==> src/rtl/tpu_sequencer.sv <==
// Tile sequencer for the 32x32 TPU: weight load, UB stream, pipeline drain, result write.
// Outputs are registered from the next-state values so each phase shows up in the cycle it starts.
module tpu_sequencer #(
    parameter int ADDRESSSIZE      = 10,
    parameter int ADDRESSSIZE_fifo = 2,
    parameter int MATRIX_SIZE      = 32,
    parameter int WLOAD_CYC        = 2,
    parameter int PIPE_LAT         = 95
) (
    input  logic                          clk,
    input  logic                          rst,
    input  logic                          start,
    input  logic                          abort,
    input  logic [ADDRESSSIZE-1:0]        ub_base,
    input  logic [ADDRESSSIZE-1:0]        res_base,
    input  logic [ADDRESSSIZE_fifo-1:0]   weight_sel,
    input  logic [$clog2(MATRIX_SIZE):0]  num_rows,
    output logic [ADDRESSSIZE-1:0]        ub_address,
    output logic                          ub_read_valid,
    output logic [ADDRESSSIZE_fifo-1:0]   wsram_address,
    output logic                          we_rl,
    output logic                          res_write_enable,
    output logic [ADDRESSSIZE-1:0]        res_address,
    output logic                          busy,
    output logic                          done
);
    localparam int RW = $clog2(MATRIX_SIZE) + 1;
    localparam int DW = $clog2(PIPE_LAT + 1);
    localparam int WW = $clog2(WLOAD_CYC + 1);

    typedef enum logic [2:0] {
        S_IDLE, S_WLOAD, S_STREAM, S_DRAIN, S_WRITE, S_DONE
    } state_t;

    state_t                       r_state, w_nstate;
    logic [RW-1:0]                r_row, w_nrow;
    logic [DW-1:0]                r_drn, w_ndrn;
    logic [WW-1:0]                r_wl, w_nwl;
    logic [ADDRESSSIZE-1:0]       r_ub_base, r_res_base;
    logic [ADDRESSSIZE_fifo-1:0]  r_wsel;
    logic [RW-1:0]                r_n;
    logic [RW-1:0]                w_clamp;
    logic                         w_take;
    logic [ADDRESSSIZE_fifo-1:0]  w_wsel;
    logic                         w_last_row;

    assign w_clamp    = (num_rows == '0 || num_rows > RW'(MATRIX_SIZE)) ? RW'(MATRIX_SIZE) : num_rows;
    assign w_take     = (r_state == S_IDLE) && start && !abort;
    // First WLOAD cycle is driven before the capture register is loaded.
    assign w_wsel     = w_take ? weight_sel : r_wsel;
    assign w_last_row = (r_row == r_n - RW'(1));

    always_comb begin
        w_nstate = r_state;
        w_nrow   = r_row;
        w_ndrn   = r_drn;
        w_nwl    = r_wl;
        if (abort) begin
            w_nstate = S_IDLE;
        end else begin
            case (r_state)
                S_IDLE:   if (start) w_nstate = S_WLOAD;
                S_WLOAD:  if (r_wl == WW'(WLOAD_CYC - 1)) w_nstate = S_STREAM;
                          else w_nwl = r_wl + WW'(1);
                S_STREAM: if (w_last_row) w_nstate = S_DRAIN;
                          else w_nrow = r_row + RW'(1);
                S_DRAIN:  if (r_drn == DW'(PIPE_LAT - 1)) w_nstate = S_WRITE;
                          else w_ndrn = r_drn + DW'(1);
                S_WRITE:  if (w_last_row) w_nstate = S_DONE;
                          else w_nrow = r_row + RW'(1);
                S_DONE:   w_nstate = S_IDLE;
                default:  w_nstate = S_IDLE;
            endcase
        end
        // Every state entry starts its counters from zero.
        if (w_nstate != r_state) begin
            w_nrow = '0;
            w_ndrn = '0;
            w_nwl  = '0;
        end
    end

    always_ff @(posedge clk or posedge rst) begin
        if (rst) begin
            r_state          <= S_IDLE;
            r_row            <= '0;
            r_drn            <= '0;
            r_wl             <= '0;
            r_ub_base        <= '0;
            r_res_base       <= '0;
            r_wsel           <= '0;
            r_n              <= RW'(MATRIX_SIZE);
            ub_address       <= '0;
            ub_read_valid    <= 1'b0;
            wsram_address    <= '0;
            we_rl            <= 1'b0;
            res_write_enable <= 1'b0;
            res_address      <= '0;
            busy             <= 1'b0;
            done             <= 1'b0;
        end else begin
            r_state <= w_nstate;
            r_row   <= w_nrow;
            r_drn   <= w_ndrn;
            r_wl    <= w_nwl;
            if (w_take) begin
                r_ub_base  <= ub_base;
                r_res_base <= res_base;
                r_wsel     <= weight_sel;
                r_n        <= w_clamp;
            end
            ub_read_valid    <= (w_nstate == S_STREAM);
            ub_address       <= (w_nstate == S_STREAM) ? r_ub_base + ADDRESSSIZE'(w_nrow) : '0;
            wsram_address    <= (w_nstate == S_WLOAD) ? w_wsel : '0;
            we_rl            <= (w_nstate == S_WLOAD) && (w_nwl == WW'(WLOAD_CYC - 1));
            res_write_enable <= (w_nstate == S_WRITE);
            res_address      <= (w_nstate == S_WRITE) ? r_res_base + ADDRESSSIZE'(w_nrow) : '0;
            busy             <= (w_nstate == S_WLOAD) || (w_nstate == S_STREAM) ||
                                (w_nstate == S_DRAIN) || (w_nstate == S_WRITE);
            done             <= (w_nstate == S_DONE);
        end
    end
endmodule

==> config.mk <==
export PLATFORM = sky130hd
export DESIGN_NAME = tpu_sequencer
export DESIGN_NICKNAME = d
export VERILOG_FILES = /design/src/rtl/tpu_sequencer.sv
export SDC_FILE = /design/constraint.sdc
export NUM_CORES = 1
export LEC_CHECK = 0
export CAP_MARGIN = 20
export CORE_MARGIN = 10
export CORE_UTILIZATION = 35
export CTS_CLUSTER_DIAMETER = 50
export CTS_CLUSTER_SIZE = 16
export DETAILED_ROUTE_END_ITERATION = 16
export GPL_ROUTABILITY_DRIVEN = 0
export PLACE_DENSITY = 0.67
export SLEW_MARGIN = 20
export SYNTH_ARGS = -nofsm -noshare
export SYNTH_HDL_FRONTEND = slang
export SYNTH_SLANG_ARGS = --single-unit
==> constraint.sdc <==
create_clock -name clk -period 4.1 [get_ports clk]
set_clock_uncertainty 0.05 [all_clocks]
set_input_delay 0.82 -clock clk [delete_from_list [all_inputs] [get_ports clk]]
set_output_delay 0.82 -clock clk [all_outputs]
set_load 0.02 [all_outputs]
-- Word-level counts from Yosys, hierarchy flattened
Cells that the tools add are included.
- reductions and logical operators: 13
- eq/ne operators: 16
- muxes and demuxes: 24
- add/sub/neg operators: 6
- order comparisons: 1
- operators with widths (operator ; count):
    6-bit 2-to-1 mux ; 5
    7-bit 2-to-1 mux ; 4
    10-bit by 6-bit adder with 10-bit output ; 2
    10-bit 2-to-1 mux ; 2
    3-bit 2-to-1 mux ; 6
    3-bit case mux with 5 select lines ; 1
    3-bit by 2-bit == test with 1-bit output (second input constant) ; 4
    2-bit 2-to-1 mux ; 6
    3-bit == test (second input constant) ; 3
    7-bit by 1-bit adder with 7-bit output (second input constant) ; 1
    7-bit == test (second input constant) ; 1
    6-bit by 1-bit adder with 6-bit output (second input constant) ; 1
    3-bit by 1-bit == test with 1-bit output (second input constant) ; 2
    6-bit == test ; 1
    6-bit greater-than comparator (second input constant) ; 1
    6-bit zero test ; 1
    6-bit by 1-bit subtractor with 6-bit output (second input constant) ; 1
    2-bit by 1-bit == test with 1-bit output (second input constant) ; 2
    1-bit logical OR ; 4
    2-bit by 1-bit != test with 1-bit output (second input constant) ; 2
    1-bit logical AND ; 3
    3-bit zero test ; 1
    3-bit != test ; 1
    3-bit AND reduction ; 1
    4 further kinds ; 4
- logic and storage cells: 76
- register bits: 73

-- Longest topological paths before layout
Gate-level depths: netlist of the first run.
- depth in word-level cells: 9
- gate-level depth with buffers: 17
- mapped depth without buffers: 17

-- Worst setup path after synthesis of the first run
Ideal clock, no wire load.
- kind: in2reg
- start: input abort
- end: register res_address[6]
- setup slack: 316 ps
- setup time: 77 ps
- arrival time: 3656 ps
- cell stages on the path: 14
- buffers on the path: 1
- path through: clkbuf_1 -> nor3_1 -> o21ai_0 -> or2_2 -> a21oi_1 -> ha_1 -> inv_1 -> fa_1 -> nor2b_1 -> o21ai_0 -> a21boi_0 -> o21ai_0 -> a21o_1 -> a21oi_1
- word-level cells in the longest chain between the ends: 5
- elaborated cells on any way between the ends: 7
- RTL lines (what ; line ; source):
    start, declared ; 13 ; input logic abort,
    3-bit 2-to-1 mux ; 58 ; if (abort) begin
    3-bit != test ; 76 ; if (w_nstate != r_state) begin
    6-bit 2-to-1 mux * ; 76 ;
    net w_nrow[0] ; 36 ; logic [RW-1:0] r_row, w_nrow;
    10-bit by 6-bit adder with 10-bit output * ; 117 ; res_address <= (w_nstate == S_WRITE) ? r_res_base + ADDRESSSIZE'(w_nrow) : '0;
    10-bit 2-to-1 mux * ; 117 ;
    end signal, assigned ; 117 ;
    end, declared ; 23 ; output logic [ADDRESSSIZE-1:0] res_address,
The timed path passes the listed nets; every way through them passes the cells marked *.
A chain may end at the register's enable or synchronous reset.

-- Final worst setup path of the first run
- start: register r_n[0]
- end: register ub_address[8]
- word-level cells in the longest chain between the ends: 9
- elaborated cells on any way between the ends: 14
- RTL lines (what ; line ; source):
    start, declared ; 41 ; logic [RW-1:0] r_n;
    start signal, assigned ; 92 ; r_n <= RW'(MATRIX_SIZE);
    start signal, assigned ; 110 ; r_n <= w_clamp;
    6-bit by 1-bit subtractor with 6-bit output * ; 51 ; assign w_last_row = (r_row == r_n - RW'(1));
    6-bit == test * ; 51 ;
    3-bit 2-to-1 mux, on equally long branches ; 69, 65 ;
    3-bit case mux with 5 select lines ; 61 ; case (r_state)
    3-bit 2-to-1 mux ; 58 ;
    3-bit != test ; 76 ;
    6-bit 2-to-1 mux ; 76 ;
    10-bit by 6-bit adder with 10-bit output ; 113 ; ub_address <= (w_nstate == S_STREAM) ? r_ub_base + ADDRESSSIZE'(w_nrow) : '0;
    10-bit 2-to-1 mux * ; 113 ;
    end signal, assigned ; 113 ;
    end, declared ; 18 ; output logic [ADDRESSSIZE-1:0] ub_address,
Every way passes the cells marked *; elsewhere a longest branch is shown, timed or not.

==> qor.yml, run 1 <==
outcome: "completed"
async_flop_share: 1.00
cts_root_buf: "clkbuf_8"
cts_hold_buffers: 0
ys_types: 53
synth_xor_area_frac: 0.0608
seqPwrFrac: 0.433
drv_cap: 0
grt_pass1_vias: 2949
routed_wl_um: 8260
grt_antenna_before_repair: 0
area_growth_pct: 28.0
antenna_left: 0
cts_max_level: 3
drive_above_1_share: 0.156
intPower_uw: 1530
diodes: 0
std_cell_rows: 37
firstDrtPassIters: 4
numPortBuffers: 58
clock_latency_ns: 0.35
power_frac_comb: 0.286
ys_seq_area_frac: 0.488
io_pins: 59
layout.nets: 482
synthFlopType: "dfrtp_1"
min_period_ns: 3.89
p_clk_frac: 0.281
drc: 0
die_y_um: 123
cts_buffer_depth: 2
post_drt_via_cell_ratio: 4.95
p_sw_uw: 702
synth_top_area_frac: 0.481
syn_inst: 360
clk_pin_slew_ns: 0.08
synth_top_family_by_area: "simple AND/OR/NAND/NOR gates"
ir_drop_uv: 200
hold_violations: 0
path_max_fanout: 4
cts_tree: "built"
start_util: 0.361
synthMostInstantiatedCell: "dfrtp_1"
rsz0062_at_grt: "false"
die-area_um2: 15200
cts_buffers: 9
synth_compound_area_frac: 0.0988
drt-wirelength-per-cell_um: 14.4
final_util: 0.462
die_w_um: 123
fmax_mhz: 257
cp-start-kind: "flip-flop"
synth.area.mux_share: 0.0741
yosysWarnings: 0
dp.final_hpwl_um: 6230
synth-simple-area-share: 0.181
p_leak_uw: 0.00211
avgSynthCellArea_um2: 10.4
synthAdderAreaFrac: 0.0641
endpoint_kind: "flip-flop"
switching_share: 0.315
yosysTopAreaCell: "dfrtp_1"
synth_area_um2: 3750
worstPathRequired_ns: 4.34
tightest_slew_ns: 0.890
grt_usage: 0.114
setup_viol: 0
tns_ns: 0
fillers: 988
synth-edff-count: 0
overflow: 0
critPathKind: "reg2reg"
coreArea_um2: 10400
final.period_utilization: 0.948
slew_headroom: 0.406
power_density_nw_per_um2: 465
cp_data_arrival_time_ns: 4.13
synth_seq_cells: 73
route.vias.total: 2837
grt_max_degree: 54
synth.top_cells.by_count: "72 x dfrtp_1, 43 x nor2_1, 22 x mux2_2"
clock_sinks: 73
hold_path_class: "reg2reg"
slew_viol_final: 0
drtIter0Drc: 123
synth_area_leaders: "dfrtp_1 48%, mux2_2 6.6%, ha_1 5.3%"
synth_fp_nets: 410
grt_first_pass_wirelength_um: 13700
## flip-flops by register name, indices dropped and copies added, names as in the netlist, 2 cells and up
| signal | flops |
|---|---|
| r_res_base | 10 |
| r_state | 3 |
| wsram_address | 2 |
| ub_address | 10 |
| r_ub_base | 10 |
| r_wsel | 2 |
| r_wl | 2 |
| r_n | 6 |
| res_address | 10 |
| r_drn | 7 |
| r_row | 6 |
## stage by stage
stage | area (um2) | total power [uW] | hold WS, ns | cells | worst slack [ns]
detailed placement | 4550 | 1600 | 0.408 | 557 | -0.0634
global route | 4800 | 2380 | 0.436 | 573 | 0.00323
global placement | 4550 | 1580 | 0.402 | 557 | 0.0816
CTS | 4770 | 2240 | 0.419 | 573 | 0.0669
finish | 4800 | 2230 | 0.415 | 573 | 0.213
floorplan | 3750 | 1410 | 0.381 | 360 | 0.316
## final timing paths
path / startpoint / endpoint / slack, ns / depth (start not counted)
max: r_n[0] / ub_address[8] / 0.21 / 16
min: r_wl[1] / we_rl / 0.42 / 1
max reg2reg: r_n[0] / ub_address[8] / 0.21 / 16
min reg2reg: r_wl[1] / we_rl / 0.42 / 1
max in group asynchronous: rst / r_row[5] / 2.37 / 3
min in group asynchronous: rst / ub_address[7] / 0.90 / 2
## cell usage in the layout, fill, tap and decap left out, types with 5 or more instances in the layout
master / Yosys / layout
dfrtp_1: 72 / 72
clkdlybuf4s50_1: 0 / 58
nor2_1: 43 / 43
mux2_2: 22 / 22
nand2_1: 21 / 21
inv_1: 20 / 19
ha_1: 16 / 16
nor3_1: 14 / 14
xor2_1: 14 / 14
xnor2_1: 12 / 12
o21ai_0: 15 / 12
a21oi_1: 13 / 12
buf_4: 0 / 12
nand3_1: 10 / 10
clkbuf_8: 0 / 10
nor2b_1: 9 / 9
nand2b_1: 7 / 7
a21o_1: 5 / 5
## worst max-delay path: stages (launching register included)
cell       delay (ns)
dfrtp_1          0.44
inv_1            0.08
ha_1             0.20
or3b_2           0.47
a211oi_2         0.28
nand4_2          0.16
o21ai_1          0.19
buf_4            0.13
mux2i_1          0.08
or2_1            0.29
fa_1             0.45
nor2b_1          0.17
o21a_1           0.16
o21ai_2          0.09
a2111oi_2        0.38
nor3_1           0.11
nor2_1           0.09
## timing repair
action | 4_1_cts | 5_1_grt
gates resized for setup | 3 | 8
setup buffers | 0 | 0
endpoints found under the setup margin | 3 | 9
## power groups by stage
| stage | combinational [uW] | sequential, uW | clock (uW) |
|---|---|---|---|
| 6_report | 638 | 965 | 625 |
| 5_1_grt | 715 | 985 | 676 |
| 4_1_cts | 634 | 963 | 642 |
| 3_5_place_dp | 624 | 977 | 0 |
| 3_3_place_gp | 608 | 974 | 0 |
| 2_1_floorplan | 449 | 956 | 0 |
## routing by layer
metal,share of wire,vias up,wire length (um),GRT usage
li1,-,1392,-,-
met1,0.44,1377,3610,0.130
met2,0.50,52,4140,0.193
met3,0.040,16,333,0.0397
met4,0.022,0,182,0.0429
met5,0,-,0,0
## kinds of logic (layout without fill, tap and decap cells)
logic type | after synthesis | count (layout)
mux | 25 | 25
simple gates | 132 | 132
compound gates | 56 | 56
xor+xnor | 26 | 26
flops | 73 | 73
fa+ha+maj | 18 | 18
buf+inv | 30 | 107
## layout make-up
class                      count  area (um2)  area share
clock buffer                  11         141      0.0295
clock inverter                 5        80.1      0.0167
inverter                      20        76.3      0.0159
multi-input combinational    257        1820       0.379
sequential                    73        1830       0.381
tap                          136         170      0.0355
timing repair buffer          71         682       0.142
(Power assumes the default switching activity.)
==> run 2, diff against run 1 <==
ABC_AREA = 0   (was not set)
==> results of run 2 <==
Final layout, timing and power as in run 1 (identical DEF).
==> run 3, diff against run 2 <==
PLACE_DENSITY = 0.69   (was 0.67)
TNS_END_PERCENT = 100   (was not set)
clock period = 3.3 ns   (was 4.1 ns; I/O delays follow)
==> qor.yml, run 3 (same netlist as run 1, synthesis figures left out) <==
area_growth_pct: 43.7
dp_slack_ns: -0.412  # -0.349 ns
diodes: 0  # unchanged
min_period_ns: 3.50  # -0.389 ns
hold_slack_ns: 0.414  # -0.000870 ns
setup_ws_ns: -0.198  # -0.411 ns
io_pins: 59  # unchanged
clock_latency_ns: 0.35  # about the same
cts_buffers: 9  # unchanged
routed_wl_um: 8710  # +5.5%
final.period_utilization: 1.06  # +0.112
cts_buffer_depth: 2  # unchanged
std_cell_rows: 37  # unchanged
slowest_delay_ns: 0.43  # -0.04 ns
die_y_um: 123  # unchanged
grt_max_degree: 35  # -35%
cp_data_arrival_time_ns: 3.67  # -0.46 ns
cp_top_family: "simple AND/OR/NAND/NOR gates"
worstReg2RegStart: "r_n[1]"
post_drt_via_cell_ratio: 4.88  # -1.5%
seqPwrFrac: 0.389  # -0.044
final_util: 0.519  # +0.0567
antenna_left: 0  # unchanged
hold_violations: 0  # unchanged
worstPathRequired_ns: 3.47  # -0.87 ns
grt_usage: 0.121  # +0.00696
slowest_stage: "or4_4"
grt_first_pass_wirelength_um: 14800  # +7.5%
ir_drop_uv: 276  # +38%
slew_viol_final: 0  # unchanged
coreArea_um2: 10400  # unchanged
clk_pin_slew_ns: 0.08  # about the same
setup_viol: 10  # +10
dp.final_hpwl_um: 6470  # +3.9%
fmax_mhz: 286  # +11%
start_util: 0.361  # unchanged
outcome: "finished, violations left"
slew_headroom: 0.611  # +0.205
cp-start-kind: "flip-flop"
tns_ns: -1.14  # -1.14 ns
path_buf_inv: 2  # unchanged
grt_antenna_before_repair: 0  # unchanged
route.vias.total: 2991  # +5.4%
switching_share: 0.318  # +0.00339
min_from: "r_wl[1]"
overflow: 0  # unchanged
cts_max_level: 3  # unchanged
power_frac_comb: 0.347  # +0.061
p_leak_uw: 0.00234  # +11%
cts_root_buf: "clkbuf_8"
drive_above_1_share: 0.298  # +0.142
hold_path_class: "reg2reg"
startpoint: "r_n[1]"
endpoint_kind: "flip-flop"
intPower_uw: 2110  # +38%
drc: 0  # unchanged
drtIter0Drc: 87  # -29%
die-area_um2: 15200  # unchanged
p_sw_uw: 988  # +41%
regArea_um2: 1830  # unchanged
grt_pass1_vias: 3145  # +6.6%
drt-wirelength-per-cell_um: 14.2  # -1.4%
firstDrtPassIters: 4  # unchanged
critPathKind: "reg2reg"
violations: "setup timing"
drv_cap: 0  # unchanged
rsz0062_at_grt: "true"
tightest_slew_ns: 0.583  # -0.307 ns
final_common_cell: "dfrtp_1"
fillers: 938  # -5.1%
cts_tree: "built"
numPortBuffers: 58  # unchanged
layout.nets: 522  # +8.3%
crit_path_cell_trace: "or3_4 > or4_4 > nand4_4 > o21ai_2 > or2_4 > a21oi_4 > ha_4 > inv_2 > fa_2 > nor2b_2 > o21a_1 > o21ai_4 > buf_4 > a21oi_4 > o21a_1 > nor3_1"
power_density_nw_per_um2: 576  # +24%
p_clk_frac: 0.264  # -0.017
path_max_fanout: 3  # -1
final_cell_mix: "72 x dfrtp_1, 58 x clkdlybuf4s50_1, 50 x buf_4"
multi_input_area_um2: 2080  # +15%
clock_sinks: 73  # unchanged
cts_hold_buffers: 0  # unchanged
die_w_um: 123  # unchanged
==> run 3: cell types whose count changed in the layout (fill, tap and decap cells not counted), sizes merged <==
cell and change:
clkinvlp -2, buf +40, inv +1, clkbuf +1
==> run 3: repair_timing <==
action,in CTS,in global routing
resized for setup,29,8
pin swaps,24,11
hold endpoints to repair,0,0
cloned,0,0
buffers inserted,10,3
setup endpoints to repair,12,14
==> run 3: path summary, 6_finish.rpt <==
check                                     end  slack, ns  cells after the start
worst max-delay path            ub_address[6]      -0.20                     16
worst min-delay path                    we_rl       0.41                      1
worst max register to register  ub_address[6]      -0.20                     16
worst min register to register          we_rl       0.41                      1
max in group asynchronous              r_n[5]       1.79                      3
min in group asynchronous       r_res_base[5]       0.65                      2
==> run 3: layer usage <==
layer  part of all wire  routed length [um]  GRT usage
met5                  0                   0          0
met1               0.41                3610      0.133
met3              0.042                 364     0.0419
met4              0.011                  94     0.0335
met2               0.53                4640      0.216
==> run 3: power by group through the flow <==
stage	Combinational, uW	Sequential, uW	Clock [uW]
after detailed placement	932	1210	0
after floorplan	615	1190	0
after global placement	904	1200	0
after CTS	1040	1200	838
after global routing	1190	1230	885
final	1080	1210	819
==> run 3: area by class of cell <==
class | instances | share of cell area
flip-flops and latches | 73 | 0.340
well taps | 136 | 0.0316
clock buffers | 12 | 0.0307
multi-input cells | 257 | 0.387
inverters | 20 | 0.0139
repair buffers | 111 | 0.184
clock inverters | 4 | 0.0137
==> run 3: through the flow <==
stage	cell area (um2)	cells	total power, uW
floorplan	3830	360	1800
global placement	4830	585	2100
detailed placement	4830	585	2140
CTS	5330	611	3090
global route	5380	613	3310
finish	5380	613	3100
